[src/rtl/ibex_rf_wipe_ctrl_if.sv]
// rtl/ibex_rf_wipe_ctrl_if.sv - writeback-in / register-file-write-out port bundle
interface ibex_rf_wipe_ctrl_if #(
   parameter int unsigned DataWidth = 32
);
   logic [4:0]           core_waddr;
   logic [DataWidth-1:0] core_wdata;
   logic                 core_we;
   logic [4:0]           rf_waddr;
   logic [DataWidth-1:0] rf_wdata;
   logic                 rf_we;

   // Writeback side: drives the core write port, observes what reaches the RF
   modport master (
      output core_waddr, core_wdata, core_we,
      input  rf_waddr, rf_wdata, rf_we
   );

   // Sequencer side: consumes the core write port, drives the RF write port
   modport slave (
      input  core_waddr, core_wdata, core_we,
      output rf_waddr, rf_wdata, rf_we
   );
endinterface

[src/rtl/ibex_rf_wipe_ctrl.sv]
// rtl/ibex_rf_wipe_ctrl.sv - register file wipe sequencer with writeback pass-through
module ibex_rf_wipe_ctrl #(
   parameter bit                   RV32E       = 1'b0,
   parameter int unsigned          DataWidth   = 32,
   parameter logic [DataWidth-1:0] WordZeroVal = '0,
   parameter bit                   TwoPass     = 1'b1,
   parameter logic [DataWidth-1:0] LfsrSeed    = 32'hACE1_2468,
   parameter logic [DataWidth-1:0] LfsrPoly    = 32'h8020_0003
) (
   input  logic               clk_i,
   input  logic               rst_i,
   input  logic               wipe_req_i,
   output logic               busy_o,
   output logic               done_o,
   output logic               err_o,
   ibex_rf_wipe_ctrl_if.slave wb
);

   localparam int unsigned NumWords  = RV32E ? 16 : 32;
   localparam int unsigned AddrWidth = RV32E ? 4 : 5;
   localparam logic [AddrWidth-1:0] CntOne  = AddrWidth'(1);
   localparam logic [AddrWidth-1:0] CntLast = AddrWidth'(NumWords - 1);

   typedef enum logic [1:0] {
      IDLE,
      NOISE,
      ZERO
   } state_e;

   state_e               state_q, state_d;
   logic [AddrWidth-1:0] cnt_q, cnt_d;
   logic [DataWidth-1:0] lfsr_q, lfsr_d, lfsr_next;
   logic                 done_q, done_d;
   logic                 err_q, err_d;

   logic [4:0]           rf_waddr;
   logic [DataWidth-1:0] rf_wdata;
   logic                 rf_we;
   logic                 busy;

   // Galois LFSR step: shift right, fold the taps in when a one falls out
   assign lfsr_next = lfsr_q[0] ? ((lfsr_q >> 1) ^ LfsrPoly) : (lfsr_q >> 1);

   // State, counter, noise generator and pulse flops; reset drops any wipe in progress
   always_ff @(posedge clk_i or posedge rst_i) begin
      if (rst_i) begin
         state_q <= IDLE;
         cnt_q   <= CntOne;
         lfsr_q  <= LfsrSeed;
         done_q  <= 1'b0;
         err_q   <= 1'b0;
      end else begin
         state_q <= state_d;
         cnt_q   <= cnt_d;
         lfsr_q  <= lfsr_d;
         done_q  <= done_d;
         err_q   <= err_d;
      end
   end

   // Next state and write-port mux; a busy cycle always owns the RF port, core writes are dropped
   always_comb begin
      state_d  = state_q;
      cnt_d    = cnt_q;
      lfsr_d   = lfsr_q;
      done_d   = 1'b0;
      err_d    = 1'b0;
      rf_waddr = wb.core_waddr;
      rf_wdata = wb.core_wdata;
      rf_we    = wb.core_we;
      busy     = 1'b0;
      unique case (state_q)
         IDLE: begin
            if (wipe_req_i) begin
               state_d = TwoPass ? NOISE : ZERO;
               cnt_d   = CntOne;
            end
         end
         NOISE: begin
            busy     = 1'b1;
            rf_we    = 1'b1;
            rf_waddr = 5'(cnt_q);
            rf_wdata = lfsr_q;
            lfsr_d   = lfsr_next;
            err_d    = wb.core_we;
            if (cnt_q == CntLast) begin
               state_d = ZERO;
               cnt_d   = CntOne;
            end else begin
               cnt_d = cnt_q + CntOne;
            end
         end
         ZERO: begin
            busy     = 1'b1;
            rf_we    = 1'b1;
            rf_waddr = 5'(cnt_q);
            rf_wdata = WordZeroVal;
            err_d    = wb.core_we;
            if (cnt_q == CntLast) begin
               state_d = IDLE;
               cnt_d   = CntOne;
               done_d  = 1'b1;
            end else begin
               cnt_d = cnt_q + CntOne;
            end
         end
         default: begin
            state_d = IDLE;
            cnt_d   = CntOne;
         end
      endcase
   end

   assign wb.rf_waddr = rf_waddr;
   assign wb.rf_wdata = rf_wdata;
   assign wb.rf_we    = rf_we;
   assign busy_o      = busy;
   assign done_o      = done_q;
   assign err_o       = err_q;

endmodule

[src/flat_wrapper.sv]
// flat-port wrapper written by rule: the top's interface ports become plain ports
module ibex_rf_wipe_ctrl_flat 
#(
   parameter bit                   RV32E       = 1'b0,
   parameter int unsigned          DataWidth   = 32,
   parameter logic [DataWidth-1:0] WordZeroVal = '0,
   parameter bit                   TwoPass     = 1'b1,
   parameter logic [DataWidth-1:0] LfsrSeed    = 32'hACE1_2468,
   parameter logic [DataWidth-1:0] LfsrPoly    = 32'h8020_0003
)
  (clk_i, rst_i, wipe_req_i, busy_o, done_o, err_o, wb_core_waddr, wb_core_wdata, wb_core_we, wb_rf_waddr, wb_rf_wdata, wb_rf_we);
  ibex_rf_wipe_ctrl_if #(.DataWidth(DataWidth)) wb_i ();
  input  logic clk_i;
  input  logic rst_i;
  input  logic wipe_req_i;
  output logic busy_o;
  output logic done_o;
  output logic err_o;
  input wire logic [$bits(wb_i.core_waddr)-1:0] wb_core_waddr;
  input wire logic [$bits(wb_i.core_wdata)-1:0] wb_core_wdata;
  input wire logic [$bits(wb_i.core_we)-1:0] wb_core_we;
  output wire logic [$bits(wb_i.rf_waddr)-1:0] wb_rf_waddr;
  output wire logic [$bits(wb_i.rf_wdata)-1:0] wb_rf_wdata;
  output wire logic [$bits(wb_i.rf_we)-1:0] wb_rf_we;
  assign wb_i.core_waddr = wb_core_waddr;
  assign wb_i.core_wdata = wb_core_wdata;
  assign wb_i.core_we = wb_core_we;
  assign wb_rf_waddr = wb_i.rf_waddr;
  assign wb_rf_wdata = wb_i.rf_wdata;
  assign wb_rf_we = wb_i.rf_we;
  ibex_rf_wipe_ctrl #(.RV32E(RV32E), .DataWidth(DataWidth), .WordZeroVal(WordZeroVal), .TwoPass(TwoPass), .LfsrSeed(LfsrSeed), .LfsrPoly(LfsrPoly)) u_core (.clk_i(clk_i), .rst_i(rst_i), .wipe_req_i(wipe_req_i), .busy_o(busy_o), .done_o(done_o), .err_o(err_o), .wb(wb_i));
endmodule
[config.mk]
export PLATFORM = sky130hd
export DESIGN_NAME = ibex_rf_wipe_ctrl_flat
export DESIGN_NICKNAME = d
export VERILOG_FILES = /design/src/rtl/ibex_rf_wipe_ctrl_if.sv /design/src/rtl/ibex_rf_wipe_ctrl.sv /design/src/flat_wrapper.sv
export SDC_FILE = /design/constraint.sdc
export NUM_CORES = 1
export LEC_CHECK = 0
export CORE_ASPECT_RATIO = 0.7
export CORE_MARGIN = 10
export CORE_UTILIZATION = 45
export CTS_BUF_LIST = sky130_fd_sc_hd__clkbuf_4 sky130_fd_sc_hd__clkbuf_8 sky130_fd_sc_hd__clkbuf_16
export CTS_CLUSTER_SIZE = 25
export DETAILED_ROUTE_END_ITERATION = 6
export HOLD_SLACK_MARGIN = 0.03
export PLACE_DENSITY = 0.79
export SLEW_MARGIN = 20
export SYNTH_ARGS = -nofsm -noshare
export SYNTH_HDL_FRONTEND = slang
export SYNTH_SLANG_ARGS = --single-unit
[constraint.sdc]
create_clock -name clk_i -period 2.3 [get_ports clk_i]
set_input_delay 0.46 -clock clk_i [delete_from_list [all_inputs] [get_ports clk_i]]
set_output_delay 0.46 -clock clk_i [all_outputs]
set_load 0.05 [all_outputs]
Yosys cells after proc, flatten, opt, wreduce, memory -nomap -nowiden
Cells that the tools add are included.
Widths: inputs -> output; s select.

storage, ports and cells
  logic and storage cells = 31
  input port bits = 41
  memories kept = 0
  bits in latches = 0
  flip-flop bits (word level) = 41
  bits in read-only memories = 0
  output and inout bits = 41
  bits in writable memories = 0

cells by class
  bitwise operators = 1
  add/sub/neg operators = 1
  divide/modulo/power cells = 0
  $mul = 0
  shift operators = 0
  muxes and demuxes = 15
  reductions and logical operators = 3
  eq/ne operators = 6
  order comparisons = 0

operators with widths
  operator             number
  $pmux 32 s2          1
  $mux 32              1
  $mux 5               3
  $pmux 5 s2           1
  $mux 2               3
  $pmux 2 s3           1
  $add 5x1->5 const B  1
  $eq 5x5->1 const B   1
  $mux 1               5
  $ne 2x1->1 const B   2
  $not 3->4            1
  $reduce_and 3->1     1
  $eq 2x1->1 const B   1
  $eq 2x2->1 const B   1
  $logic_not 2->1      1
  $ne 2x2->1 const B   1
  $reduce_or 2->1      1

Longest topological paths before layout
  depth in word-level cells = 3
  gate-level depth with buffers = 7
  gate-level depth less buffers = 6

Least setup slack after synthesis
Ideal clock, no wire load.

  kind = register to output
  start point = register u_core.state_q[0]
  end point = output wb_rf_wdata[18]
  stages on the path, launching flop included = 6
  required time = 1.840 ns
  buffers on the path = 2
  data arrival time = 2.451 ns
  slack = -0.611 ns
  cell sequence = dfrtp_1 inv_1 ha_1 buf_4 buf_2 o21ai_0

between the ends
  longest elaborated chain between the ends = 2
  elaborated cells on any way between the ends = 3
  classes of those cells = 2 x eq/ne; 1 x mux

RTL lines
  element                                          line                     source
  from (decl)                                      ibex_rf_wipe_ctrl.sv:30  state_e state_q, state_d;
  from (signal assigned)                           ibex_rf_wipe_ctrl.sv:53  state_q <= state_d;
  $eq 2x2->1 / $eq 2x1->1 (equally long branches)  ibex_rf_wipe_ctrl.sv:72  unique case (state_q)
  $pmux 32 s2 *                                    ibex_rf_wipe_ctrl.sv:72
  to (decl)                                        flat_wrapper.sv:23       output wire logic [$bits(wb_i.rf_wdata)-1:0] wb_rf_wdata;

Every way passes the cells marked *; elsewhere a longest branch is shown, timed or not.

Worst setup path after layout
  start point = register u_core.state_q[1]
  end point = output wb_rf_waddr[1]

between the ends
  longest elaborated chain between the ends = 3
  elaborated cells on any way between the ends = 4
  classes of those cells = 2 x eq/ne; 1 x mux; 1 x reduce/logical

RTL lines
  element                                          line                     source
  $eq 2x1->1 / $eq 2x2->1 (equally long branches)  ibex_rf_wipe_ctrl.sv:72
  $reduce_or 2->1 (no source line) *               -
  $mux 5 *                                         ibex_rf_wipe_ctrl.sv:72
  to (decl)                                        flat_wrapper.sv:22       output wire logic [$bits(wb_i.rf_waddr)-1:0] wb_rf_waddr;

Marks and branches as above.

==> results by group <==
Yosys
  – Post-synth EDFFs: 0
  – Top post-synthesis cells by area: dfrtp_1 28%, mux2_4 18%, dfstp_2 15%
  – Avg Cell Area, Syn: 10.4 µm²
  – YS warnings: 0
  – Primary FF master, synth: dfrtp_1
  – Synth area leader: dfrtp_1
  – Synth Instances: around 230
  – Flops & latches, synth: between 40 and 50
  – Mapped cell area: approximately 0.0024 mm²
  – Synth top area share: about 28%
  – Post-Syn Nets: 281
  – Post-synthesis sequential area ratio: 42.8%
  – Ys async rst share: 100%
  – Post-synthesis cell type count: 29

Detailed routing
  – DR iter-0 viols: 122
  – Detailed-route DRC error count: 0
  – Routed wire length: about 6500 µm
  – WL met1: 2780 µm
  – Met2 WL post-DR: about 3100 µm
  – WL/cell: about 16 µm
  – Met3 Wirelength: roughly 550 µm
  – DR pass1 iterations: 4
  – ANT nets after route: 0
  – Via density: ~5.0
  – Via Count: between 1500 and 2000
  – DR top layer: met4

Status
  – Outcome: finished clean

Die
  – Core area: ~0.0052 mm²
  – IO Count: between 80 and 90
  – Starting density of the core: 46.6%
  – Die area: 0.00880 mm²
  – Die height: about 80 µm
  – Die width: ~110 µm
  – Cell Rows: 22

Global routing
  – Largest net degree at the start of global routing: 31
  – Number of global-route vias before repair: approximately 2000
  – GRT overflow: 0
  – Tot GR Track Use: between 10% and 20%
  – First-pass GRT wire length: between 10000 and 15000 µm
  – Initial antenna violation count: 0

Critical path
  – CP bufs+invs: 3
  – Crit path largest cell delay: approximately 0.40 ns
  – Slowest stage cell, crit path: dfrtp_1
  – Critical Path Start Type: flip-flop
  – Flop2flop setup slack: approximately 0.47 ns
  – CP Cell Sequence: inv_2 -> ha_4 -> buf_12 -> mux2_2 -> buf_6
  – WS Path Type: reg2out
  – Crit path DAT: between 1.5 and 2 ns
  – Worst path top cell family by delay: flip-flops
  – Largest fanout on the critical path: 15
  – Critical Path RT: between 1.5 and 2 ns
  – Worst Setup End Kind: output port

Power and ir drop
  – Clk pwr share: under 10%
  – P_sw: roughly 0.0031 W
  – Power, Total: a little over 0.007 W
  – P per Cell Area: between 1500 and 2000 mW/mm²
  – Max VDD drop: about 1.1 mV
  – Cell internal pwr: 0.00404 W
  – Register share of total power: 20.7%
  – Static leakage: 1.81 nW
  – Combinational share of power: around 71%
  – Switching share of power: 43.7%

STA
  – Final TNS setup: 0 ns
  – Fin crit share: 97.7%
  – RSZ-0062 raised after global routing: yes
  – Max-slew headroom: between 50 and 60%
  – Max-slew violations: 0
  – Final hold violation count: 0
  – Clock Skew: between 0.01 and 0.015 ns
  – Final setup violation count: 0
  – Fin crit period: 2.25 ns
  – Actual slew at the worst max-slew pin: 0.673 ns
  – Peak Freq: ~440 MHz
  – Hold Slack: approximately 0.5 ns

Placement
  – Dpl hpwl: roughly 4800 µm
  – Placed Instance Area: about 0.0036 mm²
  – Global placer's final weighted congestion: between 0.7 and 0.8
  – Cell count after placement: 379
  – Port Buffers: just over 80

Clocking
  – CTS tree: done
  – CTS buffer count: 5
  – TritonCTS Sinks: 41
  – Post-CTS Hold Fix Bufs: 0
  – Clock Root Buffer: clkbuf_8
  – Reg clk slew, reported paths: about 0.090 ns
  – Htree depth: 2
  – Clock buffer depth: 2
  – Worst skew pair latency: ~0.30 ns

Finish
  – N_diodes: 0
  – Post-route design area: between 0.003 and 0.004 mm²
  – Post-Layout Cell Count: 393
  – Share of cells above drive strength 1: a little under two fifths
  – Syn-to-layout area delta: 59.2%
  – Final nets: between 300 and 400
  – Fill count: 347

Run
  – Max Cap Viol: 0

Worst hold path
  – Min-Delay Path Class: in2async
[worst paths after layout]
check                                              startpoint                            end  cells after the start
worst min-delay path                                    rst_i        u_core.done_o$_DFF_PP0_                      2
worst max register to register    u_core.cnt_q[0]$_DFFE_PP1P_    u_core.cnt_q[2]$_DFFE_PP0P_                      6
worst max-delay path            u_core.state_q[1]$_DFFE_PP0P_                 wb_rf_waddr[1]                      5
worst min register to register  u_core.lfsr_q[21]$_DFFE_PP1P_  u_core.lfsr_q[21]$_DFFE_PP1P_                      2
min in group clk_i              u_core.lfsr_q[21]$_DFFE_PP1P_  u_core.lfsr_q[21]$_DFFE_PP1P_                      2
max in group asynchronous                               rst_i  u_core.lfsr_q[13]$_DFFE_PP1P_                      3
[per-stage QoR]
step | utilization [%] | worst slack, ns
after global placement | 69.8 | 0.286
final | 74.1 | 0.0523
after detailed placement | 69.8 | 0.238
after floorplan | - | -0.237
after CTS | 72.7 | 0.0117
after global routing | 74.1 | -0.0260
[worst register-to-register path: stages (launching register included)]
cell and delay (ns):
dfstp_2 0.57, ha_1 0.20, and3_1 0.17, ha_1 0.24
nand2b_1 0.18, o21ai_0 0.11, a22o_1 0.25
[timing repair]
item,in CTS,in global routing
pin swaps,1,1
hold endpoints to repair,0,0
resized for setup,3,11
gates cloned,0,1
endpoints found under the setup margin,33,24
setup buffers,4,1
[synthesized netlist by cell type, types with 2 or more instances]
cell and instances:
o21ai_1 3, dfstp_2 14, nand2_1 5, xnor2_1 3, mux2_4 30, buf_6 7, ha_1 6, buf_2 6
a21oi_1 6, dfrtp_1 27, o21ai_0 30, inv_1 36, nor2_1 5, nand3_1 35, mux2_2 5, and2_1 2
a22o_1 2
[cell usage in the layout (no fill, tap or decap), types with 2 or more instances in the layout]
cell and instances:
o21ai_1 29, nand2_1 5, buf_4 7, buf_8 2
ha_1 4, o21ai_2 4, inv_1 34, clkbuf_8 5
dfstp_2 14, nor2_1 5, a21oi_1 6, a22o_1 2
mux2_4 30, buf_6 5, nand3_1 35, ha_4 2
buf_12 38, dfrtp_1 27, xnor2_1 3, mux2_2 5
clkdlybuf4s50_1 42, and2_1 2
[registers in the layout, indices dropped and copies added (netlist names)]
signal and flops:
u_core.cnt_q 5, u_core.done_o 1, u_core.err_o 1, u_core.lfsr_q 32, u_core.state_q 2
[cell type report]
cell class	instances	area, µm²	share of cell area, %
inverters	36	135	3.49
flip-flops and latches	41	1040	26.9
clock inverters	2	35.0	0.904
clock buffers	6	76.3	1.97
multi-input cells	141	1150	29.7
well taps	72	90.1	2.32
repair buffers	95	1350	34.7
[routing by layer]
metal / global-route usage (%) / vias up
met2: 24.0 / 64
met3: 6.65 / 8
met1: 17.0 / 953
met5: 0 / -
met4: 4.26 / 0
li1: - / 951
[power by group through the flow]
stage	clock (W)	sequential, W	combinational (W)
after global placement	0	0.00147	0.00482
final	0.000584	0.00149	0.00511
after floorplan	0	0.00139	0.00309
after global routing	0.000623	0.00154	0.00538
after CTS	0.000592	0.00148	0.00502
after detailed placement	0	0.00148	0.00491
[cell families after synthesis]
family	Yosys count	synth area share [%]
mux	35	20.8
compound gates	43	9.45
simple gates	54	11.4
flops	41	42.8
fa+ha+maj	6	3.08
xor+xnor	3	1.08
buf+inv	52	11.4
(Power assumes the default switching activity.)
